File: src/rtl/leb128_fetch_if.sv
// Byte-wide ROM read bus. The LEB128 fetch engine is the master and the ROM
// responder is the slave: address and read enable flow out, data and a
// one-cycle ready pulse flow back.
interface leb128_fetch_if;
  logic [31:0] rom_addr;
  logic        rom_read_en;
  logic [7:0]  rom_data_in;
  logic        rom_ready;

  modport master (
    output rom_addr,
    output rom_read_en,
    input  rom_data_in,
    input  rom_ready
  );

  modport slave (
    input  rom_addr,
    input  rom_read_en,
    output rom_data_in,
    output rom_ready
  );
endinterface

File: src/rtl/leb128_fetch.sv
// LEB128 fetch/decode engine. Walks the ROM one byte at a time and decodes a
// single unsigned or signed 32-bit LEB128 integer per request. A one-entry
// cache of the last fetched byte covers the ROM's "answer only on address
// change" behaviour, and a dummy read of address 1 is issued before the first
// read of address 0 after reset because the ROM's last-address register
// starts at 0.
module leb128_fetch #(
  parameter int MAX_BYTES = 5,
  parameter int TIMEOUT   = 16
) (
  input  logic           clk,
  input  logic           rst,
  input  logic           i_start,
  input  logic [31:0]    i_start_addr,
  input  logic           i_signed_mode,
  output logic           o_busy,
  output logic           o_done,
  output logic           o_error,
  output logic [31:0]    o_value,
  output logic [2:0]     o_length,
  output logic [31:0]    o_next_addr,
  leb128_fetch_if.master rom
);

  typedef enum logic [2:0] {
    S_IDLE,
    S_PRIME,
    S_REQ,
    S_WAIT,
    S_DONE
  } state_t;

  localparam int          CW       = $clog2(TIMEOUT + 1);
  localparam logic [2:0]  LAST_IDX = 3'(MAX_BYTES - 1);
  localparam logic [CW-1:0] TMO_LAST = CW'(TIMEOUT - 1);

  state_t        r_state;
  state_t        w_state_next;

  logic [31:0]   r_cur_addr;
  logic [31:0]   r_start_addr;
  logic [31:0]   r_acc;
  logic [2:0]    r_idx;
  logic          r_signed;
  logic [CW-1:0] r_wait_cnt;
  logic          r_cache_valid;
  logic [31:0]   r_cache_addr;
  logic [7:0]    r_cache_data;
  logic          r_prime_needed;
  logic          r_priming;
  logic [31:0]   r_value;
  logic [2:0]    r_length;
  logic [31:0]   r_next_addr;
  logic          r_error;

  logic          w_hit;
  logic [7:0]    w_byte;
  logic [5:0]    w_shamt;
  logic [5:0]    w_ext_shamt;
  logic [31:0]   w_acc_or;
  logic [31:0]   w_acc_new;
  logic          w_final;
  logic          w_top_group;
  logic          w_ovf;
  logic          w_ext;
  logic [31:0]   w_rom_addr;

  logic          w_accept;
  logic          w_consume;
  logic          w_advance;
  logic          w_finish;
  logic          w_fin_err;
  logic [2:0]    w_fin_len;
  logic [31:0]   w_fin_acc;
  logic          w_rom_read_en;
  logic          w_busy;
  logic          w_done;

  // The cached byte stands in for a fetch only when it was read from exactly
  // the address we are about to read.
  assign w_hit      = r_cache_valid && (r_cache_addr == r_cur_addr);
  assign w_byte     = (r_state == S_WAIT) ? rom.rom_data_in : r_cache_data;
  assign w_rom_addr = r_priming ? 32'd1 : r_cur_addr;

  // Byte accumulation: 7 payload bits per group; at group 4 the shift pushes
  // bits above 31 out of the word.
  assign w_shamt     = {3'd0, r_idx} * 6'd7;
  assign w_ext_shamt = w_shamt + 6'd7;
  assign w_acc_or    = r_acc | ({25'd0, w_byte[6:0]} << w_shamt);
  assign w_final     = ~w_byte[7];
  assign w_top_group = (r_idx == 3'd4);
  // Fifth group of a u32 may only carry 4 bits; for s32 the dropped bits must
  // all equal the sign bit (bit 3 of the group).
  assign w_ovf       = w_final && w_top_group &&
                       (r_signed ? !((w_byte[6:3] == 4'h0) || (w_byte[6:3] == 4'hF))
                                 : (w_byte[6:4] != 3'd0));
  assign w_ext       = r_signed && w_final && w_byte[6] && (r_idx < 3'd4);
  assign w_acc_new   = w_ext ? (w_acc_or | (32'hFFFF_FFFF << w_ext_shamt)) : w_acc_or;

  // State register.
  always_ff @(posedge clk or posedge rst) begin
    if (rst) begin
      r_state <= S_IDLE;
    end else begin
      r_state <= w_state_next;
    end
  end

  // Next-state and control decode, including what happens to a byte once it
  // is in hand (fetched in WAIT or cached in REQ).
  always_comb begin
    w_state_next  = r_state;
    w_accept      = 1'b0;
    w_consume     = 1'b0;
    w_advance     = 1'b0;
    w_finish      = 1'b0;
    w_fin_err     = 1'b0;
    w_fin_len     = r_idx;
    w_fin_acc     = r_acc;
    w_rom_read_en = 1'b0;
    w_busy        = 1'b0;
    w_done        = 1'b0;
    case (r_state)
      S_IDLE: begin
        if (i_start) begin
          w_accept     = 1'b1;
          w_state_next = (r_prime_needed && (i_start_addr == 32'd0)) ? S_PRIME : S_REQ;
        end
      end
      S_PRIME: begin
        w_busy        = 1'b1;
        w_rom_read_en = 1'b1;
        w_state_next  = S_WAIT;
      end
      S_REQ: begin
        w_busy = 1'b1;
        if (w_hit) begin
          w_consume = 1'b1;
        end else begin
          w_rom_read_en = 1'b1;
          w_state_next  = S_WAIT;
        end
      end
      S_WAIT: begin
        w_busy        = 1'b1;
        w_rom_read_en = 1'b1;
        if (rom.rom_ready) begin
          if (r_priming) begin
            w_state_next = S_REQ;
          end else begin
            w_consume = 1'b1;
          end
        end else if (r_wait_cnt == TMO_LAST) begin
          w_finish     = 1'b1;
          w_fin_err    = 1'b1;
          w_state_next = S_DONE;
        end
      end
      S_DONE: begin
        w_done       = 1'b1;
        w_state_next = S_IDLE;
      end
      default: begin
        w_state_next = S_IDLE;
      end
    endcase

    if (w_consume) begin
      w_fin_acc = w_acc_new;
      w_fin_len = r_idx + 3'd1;
      if (w_final) begin
        w_finish     = 1'b1;
        w_fin_err    = w_ovf;
        w_state_next = S_DONE;
      end else if (r_idx == LAST_IDX) begin
        w_finish     = 1'b1;
        w_fin_err    = 1'b1;
        w_state_next = S_DONE;
      end else begin
        w_advance    = 1'b1;
        w_state_next = S_REQ;
      end
    end
  end

  // Datapath: request latch, wait counter, byte cache, accumulator and the
  // held result registers.
  always_ff @(posedge clk or posedge rst) begin
    if (rst) begin
      r_cur_addr     <= 32'd0;
      r_start_addr   <= 32'd0;
      r_acc          <= 32'd0;
      r_idx          <= 3'd0;
      r_signed       <= 1'b0;
      r_wait_cnt     <= '0;
      r_cache_valid  <= 1'b0;
      r_cache_addr   <= 32'd0;
      r_cache_data   <= 8'd0;
      r_prime_needed <= 1'b1;
      r_priming      <= 1'b0;
      r_value        <= 32'd0;
      r_length       <= 3'd0;
      r_next_addr    <= 32'd0;
      r_error        <= 1'b0;
    end else begin
      if (w_accept) begin
        r_cur_addr   <= i_start_addr;
        r_start_addr <= i_start_addr;
        r_acc        <= 32'd0;
        r_idx        <= 3'd0;
        r_error      <= 1'b0;
        r_signed     <= i_signed_mode;
        r_priming    <= r_prime_needed && (i_start_addr == 32'd0);
      end

      if ((r_state == S_PRIME) || ((r_state == S_REQ) && !w_hit)) begin
        r_wait_cnt <= '0;
      end else if ((r_state == S_WAIT) && !rom.rom_ready) begin
        r_wait_cnt <= r_wait_cnt + CW'(1);
      end

      // Every completed read, priming included, refreshes the cache so it
      // always mirrors the ROM's last-address register.
      if ((r_state == S_WAIT) && rom.rom_ready) begin
        r_cache_valid  <= 1'b1;
        r_cache_addr   <= w_rom_addr;
        r_cache_data   <= rom.rom_data_in;
        r_prime_needed <= 1'b0;
        r_priming      <= 1'b0;
      end

      if (w_consume) begin
        r_acc <= w_acc_new;
      end

      if (w_advance) begin
        r_idx      <= r_idx + 3'd1;
        r_cur_addr <= r_cur_addr + 32'd1;
      end

      if (w_finish) begin
        r_value     <= w_fin_acc;
        r_length    <= w_fin_len;
        r_next_addr <= r_start_addr + {29'd0, w_fin_len};
        r_error     <= w_fin_err;
      end
    end
  end

  assign o_busy          = w_busy;
  assign o_done          = w_done;
  assign o_error         = r_error;
  assign o_value         = r_value;
  assign o_length        = r_length;
  assign o_next_addr     = r_next_addr;
  assign rom.rom_addr    = w_rom_addr;
  assign rom.rom_read_en = w_rom_read_en;

endmodule

File: src/flat_wrapper.sv
// flat-port wrapper written by rule: the top's interface ports become plain ports
module leb128_fetch_flat 
#(
  parameter int MAX_BYTES = 5,
  parameter int TIMEOUT   = 16
)
  (clk, rst, i_start, i_start_addr, i_signed_mode, o_busy, o_done, o_error, o_value, o_length, o_next_addr, rom_rom_addr, rom_rom_read_en, rom_rom_data_in, rom_rom_ready);
  leb128_fetch_if rom_i ();
  input  logic clk;
  input  logic rst;
  input  logic i_start;
  input  logic [31:0] i_start_addr;
  input  logic i_signed_mode;
  output logic o_busy;
  output logic o_done;
  output logic o_error;
  output logic [31:0] o_value;
  output logic [2:0] o_length;
  output logic [31:0] o_next_addr;
  output wire logic [$bits(rom_i.rom_addr)-1:0] rom_rom_addr;
  output wire logic [$bits(rom_i.rom_read_en)-1:0] rom_rom_read_en;
  input wire logic [$bits(rom_i.rom_data_in)-1:0] rom_rom_data_in;
  input wire logic [$bits(rom_i.rom_ready)-1:0] rom_rom_ready;
  assign rom_rom_addr = rom_i.rom_addr;
  assign rom_rom_read_en = rom_i.rom_read_en;
  assign rom_i.rom_data_in = rom_rom_data_in;
  assign rom_i.rom_ready = rom_rom_ready;
  leb128_fetch #(.MAX_BYTES(MAX_BYTES), .TIMEOUT(TIMEOUT)) u_core (.clk(clk), .rst(rst), .i_start(i_start), .i_start_addr(i_start_addr), .i_signed_mode(i_signed_mode), .o_busy(o_busy), .o_done(o_done), .o_error(o_error), .o_value(o_value), .o_length(o_length), .o_next_addr(o_next_addr), .rom(rom_i));
endmodule
File: config.mk
export PLATFORM = sky130hd
export DESIGN_NAME = leb128_fetch_flat
export DESIGN_NICKNAME = d
export VERILOG_FILES = /design/src/rtl/leb128_fetch_if.sv /design/src/rtl/leb128_fetch.sv /design/src/flat_wrapper.sv
export SDC_FILE = /design/constraint.sdc
export NUM_CORES = 1
export LEC_CHECK = 0
export CORE_MARGIN = 2
export CORE_UTILIZATION = 35
export DETAILED_ROUTE_END_ITERATION = 16
export GPL_TIMING_DRIVEN = 0
export MAX_ROUTING_LAYER = met4
export SYNTH_ARGS = -nofsm -noshare
export SYNTH_HDL_FRONTEND = slang
export SYNTH_SLANG_ARGS = --single-unit
export TNS_END_PERCENT = 100
File: constraint.sdc
create_clock -name clk -period 9.7 [get_ports clk]
set_input_delay 1.455 -clock clk [delete_from_list [all_inputs] [get_ports clk]]
set_output_delay 1.455 -clock clk [all_outputs]
set_load 0.02 [all_outputs]
Word level (Yosys, flattened, before mapping). Cells that the tools add are included.

Muxes and demuxes: 49. Multiply operators: 1. Eq/ne operators: 12. Bitwise gates (word level): 3. Reductions and logical operators: 27. Add/subtract/negate cells: 5. $lt $le $gt $ge: 1. Shift-type cells: 2.

Operator list (number): $mux W32 (7); $or A32 B32 Y32 (2); $mux W3 (11); $add A32 B1 Y32 const B (1); $add A32 B3 Y32 (1); $eq A32 B32 Y1 (1); $logic_not A32 Y1 (1); $shl A32 B6 Y32 const A (1); $shl A7 B6 Y32 (1); $mux W1 (24); $pmux W3 S4 (1); $logic_and A1 B1 Y1 (10); $mux W5 (2); $reduce_bool A2 Y1 (5); $mux W8 (1); $add A6 B3 Y6 const B (1); $eq A3 B2 Y1 const B (2); $eq A3 B3 Y1 const B (2); $mul A3 B3 Y6 const B (1); $add A5 B1 Y5 const B (1); $eq A5 B4 Y1 const B (1); $eq A4 B4 Y1 const B (1); $logic_not A4 Y1 (1); $ne A4 B2 Y1 const B (1); 16 further kinds (20).

Flip-flop bits (word level): 219. Logic and storage cells: 116.

Depth between registers and ports, before layout.
Word-level depth: 10. Mapped depth: 19.

Least setup slack after synthesis. No wires, ideal clock.

Path type: input port to flip-flop. From: in rom_rom_ready. To: reg u_core.r_next_addr[26] (netlist: u_core.o_next_addr[26]). Arrival time: 4172 ps. Setup time: 134 ps. Data required time: 9566 ps. Stages: 16. Path slack: 5394 ps. Cells stage by stage: nand4b_2 nor2_1 nor2_1 clkbuf_1 xnor2_1 ha_1 fa_1 a21o_1 and3_1 clkbuf_1 and3_1 and3_1 clkbuf_1 nand3_1 xor2_1 o21ai_0.

Elaborated cells between the ends (all ways): 9. Those cells by class: add/sub: 1; mux: 8.

RTL lines: from (decl) (line flat_wrapper.sv:23) `input wire logic [$bits(rom_i.rom_ready)-1:0] rom_rom_ready;`; $mux W1 (line leb128_fetch.sv:147) `if (rom.rom_ready) begin`; $pmux W1 S2 (line leb128_fetch.sv:123) `case (r_state)`; $mux W3 (line leb128_fetch.sv:168) `if (w_consume) begin`; via u_core.w_fin_len[0] (line leb128_fetch.sv:73) `logic [2:0] w_fin_len;`; $add A32 B3 Y32 (line leb128_fetch.sv:244) `r_next_addr <= r_start_addr + {29'd0, w_fin_len};`; to (signal assigned) (line leb128_fetch.sv:244); to (decl) (line leb128_fetch.sv:53) `logic [31:0] r_next_addr;`.

The timed path passes the listed nets, and every way through them passes these cells. A chain may end at the register's enable or synchronous reset.

Final worst setup path.
From: in rom_rom_ready. To: reg u_core.r_next_addr[24] (netlist: u_core.o_next_addr[24]).

Same word-level chain as after synthesis.

==> results.txt <==
Fin util -> 0.4435
Post-synthesis sequential area ratio -> 0.4752
Post-DR wirelength/cell -> 19.59 um
Crit path arrival time -> 5.84 ns
Worst Hold Slack -> 0.4595 ns
CTS tree -> built
R2R cell count -> 18
Nets@finish -> 1433
Number of remaining DRC errors -> 0
Reg2reg setup slack -> 4.57 ns
Fraction of layout cells with a size suffix above 1 -> 0.1134
Final setup fails -> 0
Routed vias -> 9496
Post-DP HPWL -> 26.99 mm
Synth top area cells -> dfrtp_1, nand2_1, mux2_2
Antenna diodes -> 0
Worst-margin pin slew -> 1.051 ns
Gr ovfl total -> 0
Critical Path Start Type -> primary input
CP required -> 10.16 ns
Crit path capture type -> flip-flop
Post-Layout Cell Count -> 1827
Vias in the first global route -> 9443
Starting Density -> 0.3546
Row Count -> 66
Dominant cell by count in the synthesized netlist -> dfrtp_1
Critical R2R Launch -> u_core.r_cur_addr[23]
Clock Skews -> 0.02160 ns
Leak Pwr -> 6.241 nW
Slew headroom -> 0.2954
Hold depth -> 1
Clock buffer depth -> 3
Final Cycle Share -> 0.5549
Vias per cell -> 5.198
Worst Setup SP -> rom_rom_ready
Core ar. -> 32540 um^2
Gpl congestion -> 0.9262
Peak VDD IR -> 141.5 uV
Flops & latches, synth -> 219
Clk sinks -> 219
All-Layer GR Usage -> 0.2186
Mapped Area -> 11540 um^2
Placed Cells -> 1784
DR pass1 iterations -> 7
Post-synthesis cell count -> 1194
Async S/R FF share, synth -> 1.000
Clk Latency, worst-skew pair -> 0.54 ns
Clk slew on worst S/H paths -> 0.06 ns
PwrDens -> 360.9 nW/um^2
Num CTS Buffers -> 24
Fmax -> 185.8 MHz
Worst hold path class -> flip-flop to flip-flop
Die Span Y -> 185.6 um
Die area -> 34430 um^2
Crit path kind -> primary input to flip-flop
# resized after CTS -> 0
Min Tclk post-route -> 5.382 ns
Max_cap viols -> 0
Syn nets -> 1259
Synthesis Warnings -> 0
Die X -> 185.6 um
Drt first-iter violations -> 633
CTS hold repair buffers -> 0
Final slew viol count -> 0
CP Max Fanout -> 10
Mapped Avg Cell Area -> 9.662 um^2
Largest net degree at the start of global routing -> 113
RSZ-0062 raised after global routing -> no
Post-CTS setup buffer count -> 0
WL final -> 35.79 mm
Synth Flop Type -> dfrtp_1
Antenna-violating nets left -> 0
Layout area overhead -> 25.09%
Final hold viol count -> 0
Reg-to-Reg End -> u_core.o_next_addr[24]
First-pass GRT wire length -> 56.11 mm
Initial antenna violation count -> 0
Status -> finished, final reports clean
Cell variety after synth -> 80
Port bufs -> 147
Yosys top cell area share -> 0.4729
Number of synthesized flops with an enable pin -> 0
CTS root buf -> clkbuf_16
CTS H-Tree Depth -> 1
Yosys top cell by area -> dfrtp_1
Crit path to -> u_core.o_next_addr[24]
I/O Pins -> 148
Post-synth top cells -> dfrtp_1, nand2_1, nor2_1, o21ai_0, mux2_2
## how the worst min path moves through the flow
stage,start,to,slack [ns]
final,u_core.r_cache_valid,u_core.r_cache_valid,0.46
after global routing,u_core.r_cache_valid,u_core.r_cache_valid,0.49
after CTS,u_core.r_cache_valid,u_core.r_cache_valid,0.47
after detailed placement,u_core.r_cache_valid,u_core.r_cache_valid,0.45
after global placement,u_core.r_cache_valid,u_core.r_cache_valid,0.44
after floorplan,u_core.r_cache_valid,u_core.r_cache_valid,0.43
## kinds of logic (layout without fill, tap and decap cells)
group	Yosys count	in the layout	synth area share
compound gates	244	244	0.1426
xor+xnor	71	71	0.05390
fa+ha+maj	20	20	0.02299
buf+inv	93	284	0.04393
flops	219	219	0.4752
mux	68	68	0.06475
simple gates	479	479	0.1966
## worst max-delay path, cell delays in order
cell and delay (ns):
clkdlybuf4s50_1 0.57, nand4b_2 0.31, nor2_1 0.39, nor2_1 0.19, clkbuf_1 0.34, o21ai_0 0.44, nand2_1 0.14, ha_1 0.36
a21o_1 0.14, and3_1 0.15, clkbuf_1 0.26, and3_1 0.27, and3_1 0.16, clkbuf_1 0.23, nand3_1 0.14, xor2_1 0.15
o21ai_0 0.15
## per-stage QoR
stage / worst slack (ns) / total power [mW] / cell area [um^2] / setup TNS, ns
after floorplan: 2.254 / 3.248 / 11540 / 0
after global placement: -0.9798 / 4.208 / 13560 / -206.27
after detailed placement: 3.829 / 4.237 / 13600 / 0
after CTS: 4.378 / 5.234 / 14430 / 0
after global routing: 3.957 / 5.573 / 14430 / 0
final: 4.318 / 5.208 / 14430 / 0
## registers in the layout, indices dropped and copies added (netlist names), 5 cells and up
register	cells
u_core.o_next_addr	32
u_core.o_value	32
u_core.r_acc	32
u_core.r_cache_addr	32
u_core.r_cur_addr	32
u_core.r_start_addr	32
u_core.r_cache_data	8
u_core.r_wait_cnt	5
## power breakdown
part           leakage (nW)  switching, mW  internal, mW
Sequential             2.73          0.352          1.32
Combinational          3.10           1.46          1.10
Clock                 0.411          0.386         0.593
## cells in the final DEF, fill, tap and decap left out, types with 5 or more instances in the layout
master             n
or3_1              6
buf_6             12
mux2_2            53
a31oi_1            9
and3_1            17
nand4_1           16
o211ai_1           5
mux2i_1           15
nor4_1            15
o21ai_0           55
xnor2_1           23
buf_2              6
a211oi_1           7
dfrtp_1          218
nor2_2             5
nand2b_1          10
xor2_1            48
nand3_1           26
clkdlybuf4s50_1  147
clkbuf_16         24
nor2_1            94
o21a_1             5
o311ai_0           7
nor3_1            24
nor2b_1           31
o21ai_1           12
a21o_1            11
o311ai_1           7
a21oi_1           48
o31a_1             5
nand2_1          202
ha_1              18
o22ai_1           14
o2bb2ai_1          7
a21oi_2           15
inv_1             26
or2_2              5
clkbuf_1          44
and2_1             8
## layer usage
layer  routed length [um]  vias to the layer above  share of wire  GRT usage
met4                  892                        0          0.025    0.05953
met3                 2069                       60          0.058    0.03287
met5                    0                        -              0          -
li1                     -                     4549              -          -
met2                15230                      284           0.43     0.3187
met1                17600                     4603           0.49     0.3164
## final cells by class
class | instances | area, um^2
clock buffers | 34 | 678.2
multi-input cells | 882 | 5548
flip-flops and latches | 219 | 5482
repair buffers | 148 | 1499
plain buffers | 65 | 396.6
clock inverters | 9 | 156.4
fillers | 3199 | 18110
inverters | 28 | 117.6
well taps | 442 | 553.0
Power figures use the tool's default switching activity.
